==> src/rtl/vid_pattern_gen_if.sv <==
// vid_pattern_gen_if
// Video output bundle of the pattern generator: pixel data, syncs, active-video
// flag, the raster position of the pixel being presented and a frame marker.
//   master : driven by the generator
//   slave  : consumed by downstream colour/filter blocks
interface vid_pattern_gen_if #(
  parameter int DATA_WIDTH = 24
);
  logic [DATA_WIDTH-1:0] o_vid_data;
  logic                  o_vid_hsync;
  logic                  o_vid_vsync;
  logic                  o_vid_VDE;
  logic [11:0]           o_hcount;
  logic [10:0]           o_vcount;
  logic                  o_frame_start;

  modport master (
    output o_vid_data, o_vid_hsync, o_vid_vsync, o_vid_VDE,
           o_hcount, o_vcount, o_frame_start
  );

  modport slave (
    input  o_vid_data, o_vid_hsync, o_vid_vsync, o_vid_VDE,
           o_hcount, o_vcount, o_frame_start
  );
endinterface

==> src/rtl/vid_pattern_gen.sv <==
// vid_pattern_gen
// Free-running raster generator (1080p60 by default) with selectable test
// pattern in the active region. Every output is registered one cycle after the
// raster position it describes.
// Ports:
//   clk      pixel clock
//   rst      synchronous reset, active-high
//   en       generator enable; low parks the raster at (0,0) and blanks outputs
//   sw       pattern select: 0 bars, 1 ramp, 2 checkerboard, 3 solid
//   i_solid  colour used by the solid pattern (sampled every pixel)
//   vid      output bundle (master modport)
module vid_pattern_gen #(
  parameter int DATA_WIDTH = 24,
  parameter int H_ACTIVE   = 1920,
  parameter int H_FP       = 88,
  parameter int H_SYNC     = 44,
  parameter int H_BP       = 148,
  parameter int V_ACTIVE   = 1080,
  parameter int V_FP       = 4,
  parameter int V_SYNC     = 5,
  parameter int V_BP       = 36
) (
  input  logic                  clk,
  input  logic                  rst,
  input  logic                  en,
  input  logic [1:0]            sw,
  input  logic [DATA_WIDTH-1:0] i_solid,
  vid_pattern_gen_if.master     vid
);

  localparam int H_TOTAL = H_ACTIVE + H_FP + H_SYNC + H_BP;
  localparam int V_TOTAL = V_ACTIVE + V_FP + V_SYNC + V_BP;

  localparam logic [11:0] H_LAST   = 12'(H_TOTAL - 1);
  localparam logic [11:0] H_ACT    = 12'(H_ACTIVE);
  localparam logic [11:0] HS_BEG   = 12'(H_ACTIVE + H_FP);
  localparam logic [11:0] HS_END   = 12'(H_ACTIVE + H_FP + H_SYNC);
  localparam logic [11:0] BAR_LAST = 12'(H_ACTIVE / 8 - 1);
  localparam logic [10:0] V_LAST   = 11'(V_TOTAL - 1);
  localparam logic [10:0] V_ACT    = 11'(V_ACTIVE);
  localparam logic [10:0] VS_BEG   = 11'(V_ACTIVE + V_FP);
  localparam logic [10:0] VS_END   = 11'(V_ACTIVE + V_FP + V_SYNC);

  logic [11:0]           h_cnt;
  logic [10:0]           v_cnt;
  logic [1:0]            pat_q;
  logic [11:0]           bar_cnt;   // pixels left in current bar, down-counter
  logic [2:0]            bar_idx;

  logic                  at_origin;
  logic [1:0]            pat_cur;
  logic                  de;
  logic                  hs;
  logic                  vs;
  logic [23:0]           bar_rgb;
  logic [7:0]            ramp;
  logic [DATA_WIDTH-1:0] pix;

  always_comb begin
    at_origin = (h_cnt == 12'd0) && (v_cnt == 11'd0);
    // The pixel at (0,0) already uses the pattern being latched on that cycle,
    // so a whole frame is always drawn with one pattern.
    pat_cur   = at_origin ? sw : pat_q;
    de        = (h_cnt < H_ACT) && (v_cnt < V_ACT);
    hs        = (h_cnt >= HS_BEG) && (h_cnt < HS_END);
    vs        = (v_cnt >= VS_BEG) && (v_cnt < VS_END);
    ramp      = h_cnt[10:3];

    // Packing is R[23:16], B[15:8], G[7:0].
    bar_rgb = 24'h000000;
    case (bar_idx)
      3'd0: bar_rgb = 24'hFFFFFF;
      3'd1: bar_rgb = 24'hFF00FF;
      3'd2: bar_rgb = 24'h00FFFF;
      3'd3: bar_rgb = 24'h0000FF;
      3'd4: bar_rgb = 24'hFFFF00;
      3'd5: bar_rgb = 24'hFF0000;
      3'd6: bar_rgb = 24'h00FF00;
      default: bar_rgb = 24'h000000;
    endcase

    pix = '0;
    case (pat_cur)
      2'd0: pix = DATA_WIDTH'(bar_rgb);
      2'd1: pix = DATA_WIDTH'({ramp, ramp, ramp});
      2'd2: pix = (h_cnt[5] ^ v_cnt[5]) ? '0 : '1;
      default: pix = i_solid;
    endcase
    if (!de) pix = '0;
  end

  // Raster counters; the bar counter restarts with every line so bars never
  // drift even though there is no divider.
  always_ff @(posedge clk) begin
    if (rst) begin
      h_cnt   <= '0;
      v_cnt   <= '0;
      bar_cnt <= BAR_LAST;
      bar_idx <= '0;
      pat_q   <= '0;
    end else if (!en) begin
      h_cnt   <= '0;
      v_cnt   <= '0;
      bar_cnt <= BAR_LAST;
      bar_idx <= '0;
    end else begin
      if (at_origin) pat_q <= sw;
      if (h_cnt == H_LAST) begin
        h_cnt   <= '0;
        v_cnt   <= (v_cnt == V_LAST) ? 11'd0 : v_cnt + 11'd1;
        bar_cnt <= BAR_LAST;
        bar_idx <= '0;
      end else begin
        h_cnt <= h_cnt + 12'd1;
        if (bar_cnt == 12'd0) begin
          bar_cnt <= BAR_LAST;
          bar_idx <= bar_idx + 3'd1;
        end else begin
          bar_cnt <= bar_cnt - 12'd1;
        end
      end
    end
  end

  always_ff @(posedge clk) begin
    if (rst || !en) begin
      vid.o_vid_data    <= '0;
      vid.o_vid_hsync   <= 1'b0;
      vid.o_vid_vsync   <= 1'b0;
      vid.o_vid_VDE     <= 1'b0;
      vid.o_hcount      <= '0;
      vid.o_vcount      <= '0;
      vid.o_frame_start <= 1'b0;
    end else begin
      vid.o_vid_data    <= pix;
      vid.o_vid_hsync   <= hs;
      vid.o_vid_vsync   <= vs;
      vid.o_vid_VDE     <= de;
      vid.o_hcount      <= h_cnt;
      vid.o_vcount      <= v_cnt;
      vid.o_frame_start <= at_origin;
    end
  end

endmodule

==> src/flat_wrapper.sv <==
// flat-port wrapper written by rule: the top's interface ports become plain ports
module vid_pattern_gen_flat 
#(
  parameter int DATA_WIDTH = 24,
  parameter int H_ACTIVE   = 1920,
  parameter int H_FP       = 88,
  parameter int H_SYNC     = 44,
  parameter int H_BP       = 148,
  parameter int V_ACTIVE   = 1080,
  parameter int V_FP       = 4,
  parameter int V_SYNC     = 5,
  parameter int V_BP       = 36
)
  (clk, rst, en, sw, i_solid, vid_o_vid_data, vid_o_vid_hsync, vid_o_vid_vsync, vid_o_vid_VDE, vid_o_hcount, vid_o_vcount, vid_o_frame_start);
  vid_pattern_gen_if #(.DATA_WIDTH(DATA_WIDTH)) vid_i ();
  input  logic clk;
  input  logic rst;
  input  logic en;
  input  logic [1:0] sw;
  input  logic [DATA_WIDTH-1:0] i_solid;
  output wire logic [$bits(vid_i.o_vid_data)-1:0] vid_o_vid_data;
  output wire logic [$bits(vid_i.o_vid_hsync)-1:0] vid_o_vid_hsync;
  output wire logic [$bits(vid_i.o_vid_vsync)-1:0] vid_o_vid_vsync;
  output wire logic [$bits(vid_i.o_vid_VDE)-1:0] vid_o_vid_VDE;
  output wire logic [$bits(vid_i.o_hcount)-1:0] vid_o_hcount;
  output wire logic [$bits(vid_i.o_vcount)-1:0] vid_o_vcount;
  output wire logic [$bits(vid_i.o_frame_start)-1:0] vid_o_frame_start;
  assign vid_o_vid_data = vid_i.o_vid_data;
  assign vid_o_vid_hsync = vid_i.o_vid_hsync;
  assign vid_o_vid_vsync = vid_i.o_vid_vsync;
  assign vid_o_vid_VDE = vid_i.o_vid_VDE;
  assign vid_o_hcount = vid_i.o_hcount;
  assign vid_o_vcount = vid_i.o_vcount;
  assign vid_o_frame_start = vid_i.o_frame_start;
  vid_pattern_gen #(.DATA_WIDTH(DATA_WIDTH), .H_ACTIVE(H_ACTIVE), .H_FP(H_FP), .H_SYNC(H_SYNC), .H_BP(H_BP), .V_ACTIVE(V_ACTIVE), .V_FP(V_FP), .V_SYNC(V_SYNC), .V_BP(V_BP)) u_core (.clk(clk), .rst(rst), .en(en), .sw(sw), .i_solid(i_solid), .vid(vid_i));
endmodule
==> config.mk <==
export PLATFORM = sky130hd
export DESIGN_NAME = vid_pattern_gen_flat
export DESIGN_NICKNAME = d
export VERILOG_FILES = /design/src/rtl/vid_pattern_gen_if.sv /design/src/rtl/vid_pattern_gen.sv /design/src/flat_wrapper.sv
export SDC_FILE = /design/constraint.sdc
export NUM_CORES = 1
export LEC_CHECK = 0
export CAP_MARGIN = 25
export CELL_PAD_IN_SITES_DETAIL_PLACEMENT = 2
export CELL_PAD_IN_SITES_GLOBAL_PLACEMENT = 2
export CORE_MARGIN = 2
export CORE_UTILIZATION = 31
export DETAILED_ROUTE_END_ITERATION = 6
export GPL_TIMING_DRIVEN = 0
export PLACE_DENSITY = 0.79
export SYNTH_ARGS = -nofsm -noshare
export SYNTH_HDL_FRONTEND = slang
export SYNTH_SLANG_ARGS = --single-unit
==> constraint.sdc <==
create_clock -name clk -period 2.3 [get_ports clk]
set_input_delay 0.46 -clock clk [delete_from_list [all_inputs] [get_ports clk]]
set_output_delay 0.46 -clock clk [all_outputs]
set_load 0.02 [all_outputs]
==> impl_metrics.py, run 1 <==
metrics = {
    "floorplanning": {
        "initial_core_util": 0.318,
        "die_w_um": 115,
        "num_rows": 40,
        "dieArea_um2": 13300,
        "io_pins": 80,
        "chipHeight_um": 115,
        "core_area_um2": 12100,
    },
    "power_and_ir_drop": {
        "cellPowerDensity_nw_per_um2": 644,
        "fin_total_pwr_uw": 3360,
        "ir_drop_v": 0.000269,
        "power.leakage_uw": 0.00191,
    },
    "placement": {
        "placed_cells": 646,
        "gp_congestion": 0.756,
        "io_buffers": 79,
        "dpl.hpwl_um": 8670,
        "dpl_cell_area_um2": 4840,
    },
    "synth": {
        "synth.avg_cell_area_um2": 9.62,
        "synth_async_sr_flop_share": 0,
        "yosys_warnings": 0,
        "synth_cells": 399,
        "synth.cell_area_um2": 3840,
        "post_synth_num_cell_types": 49,
        "synth-main-ff-cell": "dfxtp_1",
        "ys_ff_latch": 91,
        "synth_nets": 438,
        "synth_edf_count": 0,
        "synth_seq_area_share": 0.475,
    },
    "routing": {
        "routed_wl_um": 11700,
        "vias": 3262,
        "wire_per_inst_um": 17.7,
        "drtIter0Drc": 77,
        "route.detailed.drc": 0,
        "drtPass1Iterations": 4,
        "drtAntennaViolNets": 0,
        "via_per_inst": 4.91,
    },
    "layout": {
        "drive_gt1_frac": 0.131,
        "diodes": 0,
        "post-route-util": 0.433,
        "stdcell_area_um2": 5220,
        "layout_common_cells": "dfxtp_1 (90), clkdlybuf4s50_1 (79), nor2_1 (56)",
        "multi_input_area_um2": 1880,
        "final_net_count": 531,
        "final_common_cell": "dfxtp_1",
        "final_cells": 665,
        "regArea_um2": 1820,
        "area_delta_synth_final_pct": 35.9,
        "fillers": 1287,
    },
    "sta": {
        "slew_headroom": 0.650,
        "hold_viol": 0,
        "hold_slack_ns": 0.419,
        "max_freq_mhz": 451,
        "grt_setup_unrepaired": "true",
        "layout_min_cycle_time_ns": 2.22,
        "setup_viol": 0,
        "timing.final.crit_share": 0.964,
        "drv_slew": 0,
        "worstMarginPinSlew_ns": 0.515,
        "finalClockSkew_ns": 0.0108,
    },
    "critical_path": {
        "critPathLaunchType": "register",
        "required_ns": 2.59,
        "crit_fanout": 10,
        "end_kind": "register",
        "crit_type": "register to register",
        "arrival_ns": 2.50,
    },
    "clock_tree": {
        "clk_latency_ns": 0.35,
        "cts_root_buf": "clkbuf_16",
        "cts_tree": "done",
        "cts-buffers-inserted": 9,
        "clockBufferDepth": 2,
        "clk_pin_slew_ns": 0.07,
        "hold_buffers": 0,
        "h-tree-depth": 3,
        "cts_sinks": 91,
    },
    "status": {
        "outcome": "complete, no violations",
    },
    "global_routing": {
        "grt_overflow": 0,
        "antenna_found_initial": 0,
        "grt_max_degree": 16,
        "grt_pass1_vias": 3524,
        "grt.total_usage": 0.183,
        "grt_pass1_wl_um": 18600,
    },
    "run": {
        "drv_cap": 0,
    },
    "worst_hold_path": {
        "min_path_type": "register to register",
    },
}
[path summary, 6_finish.rpt]
path                            cells past startpoint  slack, ns         startpoint                   endpoint
worst max-delay path                                6       0.08    u_core.v_cnt[7]  u_core.vid.o_vid_data[21]
worst min-delay path                                1       0.42  u_core.bar_cnt[0]          u_core.bar_cnt[0]
worst max register to register                      6       0.08    u_core.v_cnt[7]  u_core.vid.o_vid_data[21]
worst min register to register                      1       0.42  u_core.bar_cnt[0]          u_core.bar_cnt[0]
[critical path, stage by stage (launching register included)]
cell and delay, ns:
dfxtp_1 0.36, or3_1 0.43, o31ai_1 0.36, nand3_2 0.29
inv_2 0.23, buf_2 0.25, o221a_1 0.23
[per-layer routing]
metal / track usage / wire length, µm / up-vias
met5: 0 / 0 / -
met4: 0.0747 / 194 / 0
met3: 0.0295 / 435 / 11
met2: 0.333 / 5980 / 78
met1: 0.214 / 5140 / 1595
li1: - / - / 1578
[where the power goes]
part / leakage (µW) / internal [µW] / switching (µW)
Sequential: 0.000739 / 1610 / 14.9
Combinational: 0.00104 / 163 / 175
Clock: 0.000127 / 740 / 657
Total: 0.00191 / 2520 / 847
[area by class of cell]
class                           instances  share of cell area
Buffer                                 18              0.0223
Clock buffer                           11              0.0446
Clock inverter                          5             0.00719
Inverter                               20              0.0144
Multi-Input combinational cell        268               0.361
Sequential cell                        91               0.349
Tap cell                              168              0.0403
Timing Repair Buffer                   84               0.161
[cells by family (layout without fill, tap and decap cells)]
logic type,Yosys count,after routing,synth area share
muxes,5,5,0.0143
and+or+nand+nor,159,159,0.221
xor gates and xnor gates,30,30,0.0684
AOI/OAI and AO/OA,64,64,0.137
buffers and inverters,40,138,0.0515
DFF,91,91,0.475
adders and majority gates,10,10,0.0326
[flip-flops by register name, indices dropped and copies added (netlist names)]
register,flops
u_core.vid.o_hcount,12
u_core.vid.o_vid_VDE,1
u_core.vid.o_frame_start,1
u_core.vid.o_vcount,11
u_core.vid.o_vid_hsync,1
u_core.bar_cnt,12
u_core.vid.o_vid_vsync,1
u_core.pat_q,2
u_core.bar_idx,3
u_core.h_cnt,12
u_core.vid.o_vid_data,24
u_core.v_cnt,11
[Yosys cell counts, drive strengths merged (6+ instances only)]
cell type  count  share of area
nand3          9          0.012
o221a         18          0.053
buf           13          0.025
a221oi         8          0.018
nor3          10          0.014
ha            10          0.033
nor2          56          0.055
o21ai         14          0.018
a21oi          6         0.0078
and2          19          0.031
xnor2         19          0.043
inv           20          0.020
nand2         22          0.023
xor2          11          0.025
a21boi         9          0.018
clkbuf         7         0.0072
dfxtp         91           0.47
nand4          9          0.015
[through the flow]
stage                     setup slack (ns)  TNS (ns)
after floorplan                      0.294         0
after CTS                          -0.0113   -0.0136
after global routing               -0.0608   -0.0924
final                               0.0836         0
after detailed placement            -0.436     -6.39
after global placement              -0.337     -3.88
[what timing repair did]
item                                    CTS  global route
pin swaps                                 1             0
endpoints found under the setup margin   43            25
setup buffers                             2             3
gates resized for setup                   9            14
No activity file was read; power rests on OpenSTA's default activity.
==> inputs of run 2 (changes only) <==
--- a/config.mk
+++ b/config.mk
@@ -9,10 +9,11 @@
 export CELL_PAD_IN_SITES_DETAIL_PLACEMENT = 2
 export CELL_PAD_IN_SITES_GLOBAL_PLACEMENT = 2
 export CORE_MARGIN = 2
-export CORE_UTILIZATION = 31
+export CORE_UTILIZATION = 29
+export CTS_BUF_LIST = sky130_fd_sc_hd__clkbuf_8
 export DETAILED_ROUTE_END_ITERATION = 6
 export GPL_TIMING_DRIVEN = 0
-export PLACE_DENSITY = 0.79
+export PLACE_DENSITY = 0.77
 export SYNTH_ARGS = -nofsm -noshare
 export SYNTH_HDL_FRONTEND = slang
 export SYNTH_SLANG_ARGS = --single-unit
==> constraint.sdc (replaced) <==
create_clock -name clk -period 2 [get_ports clk]
set_input_delay 0.4 -clock clk [delete_from_list [all_inputs] [get_ports clk]]
set_output_delay 0.4 -clock clk [all_outputs]
set_load 0.02 [all_outputs]
==> run 2 against run 1 <==
  * The run now ends with negative setup slack left
  * Sequential share of layout area down 2.1 points
  * Non-clock buffer count up 24
  * Clock skew about the same
  * Critical endpoint is now u_core.vid.o_vid_data[14]
  * Largest cell class unchanged
  * Largest power group unchanged
  * Highest routed layer unchanged
==> impl_metrics.py, run 2 (synthesis gave the netlist of run 1 again) <==
metrics = {
    "status": {
        "outcome": "finished, violations left",
        "violations": "negative setup slack",
    },
    "critical_path": {
        "crit_end": "u_core.vid.o_vid_data[14]",
        "setup.worst_path.start": "u_core.h_cnt[1]",
        "crit_fanout": 8,
        "arrival_ns": 2.38,
        "critical_path.cell_chain": "inv_2, ha_4, nor4b_4, and4_1, buf_6, nand2_8, mux2_4, buf_6, o221a_1",
        "r2r_cells": 9,
        "slowest_stage": "mux2_4",
        "required_ns": 2.28,
        "critPathLaunchType": "register",
        "regToRegSetupSlack_ns": -0.10,
        "crit_type": "register to register",
        "regToRegStartpoint": "u_core.h_cnt[1]",
        "cpMostUsedCell": "buf_6",
        "end_kind": "register",
        "slowest_delay_ns": 0.36,
        "rr_endpoint": "u_core.vid.o_vid_data[14]",
    },
    "layout": {
        "final_cells": 697,
        "diodes": 0,
        "regArea_um2": 1840,
        "area_delta_synth_final_pct": 45.9,
        "fillers": 1366,
        "final_net_count": 555,
        "drive_gt1_frac": 0.244,
        "top_register": "u_core.vid.o_vid_data",
        "layout_common_cells": "dfxtp_1 (83), clkdlybuf4s50_1 (79), nor2_1 (54)",
        "final_common_cell": "dfxtp_1",
        "multi_input_area_um2": 2110,
        "post-route-util": 0.428,
        "largest_register_ffs": 24,
    },
    "sta": {
        "drv_slew": 0,
        "fin_ws_ns": -0.103,
        "worstMarginPinSlew_ns": 0.602,
        "finalClockSkew_ns": 0.0110,
        "setup_viol": 24,
        "hold_slack_ns": 0.431,
        "slew_headroom": 0.598,
        "timing.final.crit_share": 1.05,
        "max_freq_mhz": 476,
        "layout_min_cycle_time_ns": 2.10,
        "grt_setup_unrepaired": "true",
        "hold_viol": 0,
    },
    "placement": {
        "placed_cells": 654,
        "dpl.hpwl_um": 8570,
        "place_worst_setup_slack_ns": -0.626,
        "gp_congestion": 0.771,
        "io_buffers": 79,
    },
    "routing": {
        "routed_wl_um": 12800,
        "vias": 3401,
        "via_per_inst": 4.88,
        "wire_per_inst_um": 18.4,
        "drtPass1Iterations": 5,
        "drtIter0Drc": 97,
        "route.detailed.drc": 0,
        "drtAntennaViolNets": 0,
    },
    "global_routing": {
        "antenna_found_initial": 0,
        "grt.total_usage": 0.177,
        "grt_pass1_vias": 3695,
        "grt_pass1_wl_um": 19600,
        "grt_max_degree": 17,
        "grt_overflow": 0,
    },
    "floorplanning": {
        "io_pins": 80,
        "chipHeight_um": 119,
        "die_w_um": 119,
        "core_area_um2": 13100,
        "num_rows": 42,
        "dieArea_um2": 14200,
        "initial_core_util": 0.293,
    },
    "clock_tree": {
        "cts_root_buf": "clkbuf_8",
        "h-tree-depth": 3,
        "cts_tree": "done",
        "hold_buffers": 0,
        "cts_sinks": 91,
        "cts-buffers-inserted": 9,
        "clockBufferDepth": 2,
        "clk_pin_slew_ns": 0.10,
        "clk_latency_ns": 0.39,
    },
    "power_and_ir_drop": {
        "power.leakage_uw": 0.00207,
        "power_frac_seq": 0.524,
        "p_sw_frac": 0.276,
        "p_comb_frac": 0.133,
        "p_sw_uw": 984,
        "intPower_uw": 2580,
        "cellPowerDensity_nw_per_um2": 636,
        "ir_drop_v": 0.000266,
        "pwr-share-clk": 0.343,
    },
    "worst_hold_path": {
        "min_path_type": "register to register",
    },
    "run": {
        "drv_cap": 0,
    },
}
==> run 2: worst min path at each step <==
stage / cells past startpoint / slack, ns / from / endpoint
after floorplan: 1 / 0.38 / u_core.bar_cnt[0] / u_core.bar_cnt[0]
after global placement: 1 / 0.40 / u_core.bar_cnt[0] / u_core.bar_cnt[0]
after detailed placement: 1 / 0.41 / u_core.bar_cnt[0] / u_core.bar_cnt[0]
after CTS: 1 / 0.44 / u_core.bar_cnt[0] / u_core.bar_cnt[0]
after global routing: 1 / 0.45 / u_core.bar_cnt[0] / u_core.bar_cnt[0]
final: 1 / 0.43 / u_core.bar_cnt[0] / u_core.bar_cnt[0]
==> run 2: power groups by stage <==
stage | clock, µW | sequential (µW) | combinational [µW]
final | 1220 | 1870 | 473
after global routing | 1320 | 1870 | 503
after CTS | 1250 | 1870 | 411
after detailed placement | 0 | 1910 | 372
after global placement | 0 | 1910 | 363
after floorplan | 0 | 1960 | 143
==> run 2: cell type report <==
type                    instances  share of cell area
multi-input cells             268               0.378
flip-flops and latches         91               0.328
repair buffers                109               0.186
well taps                     176              0.0393
clock buffers                  10              0.0246
plain buffers                  17              0.0219
inverters                      20              0.0143
clock inverters                 6             0.00849
==> run 2: worst max-delay path, delay by kind of cell (launching register included) <==
family | cells | cell delay, ns
adders and majority gates | 1 | 0.13
muxes | 1 | 0.36
buffers and inverters | 3 | 0.38
DFF | 1 | 0.34
AOI/OAI and AO/OA | 1 | 0.24
and+or+nand+nor | 3 | 0.55
==> run 2: layer usage <==
| layer | GRT usage | part of all wire |
|---|---|---|
| met3 | 0.0374 | 0.039 |
| met2 | 0.328 | 0.53 |
| met4 | 0.0640 | 0.016 |
| met5 | 0 | 0 |
| met1 | 0.198 | 0.42 |
==> run 2: repair_timing <==
item | 4_1_cts | 5_1_grt
buffers inserted | 17 | 14
pin swaps | 9 | 18
setup endpoints to repair | 58 | 60
resized for setup | 49 | 40
gates cloned | 2 | 0
==> run 2: stage by stage <==
stage	cell area [µm²]	TNS [ns]	power, µW
global placement	4850	-16.09	2270
CTS	5330	-1.18	3520
finish	5600	-1.57	3560
global route	5600	-2.93	3690
floorplan	3840	0	2100
detailed placement	4850	-21.00	2290
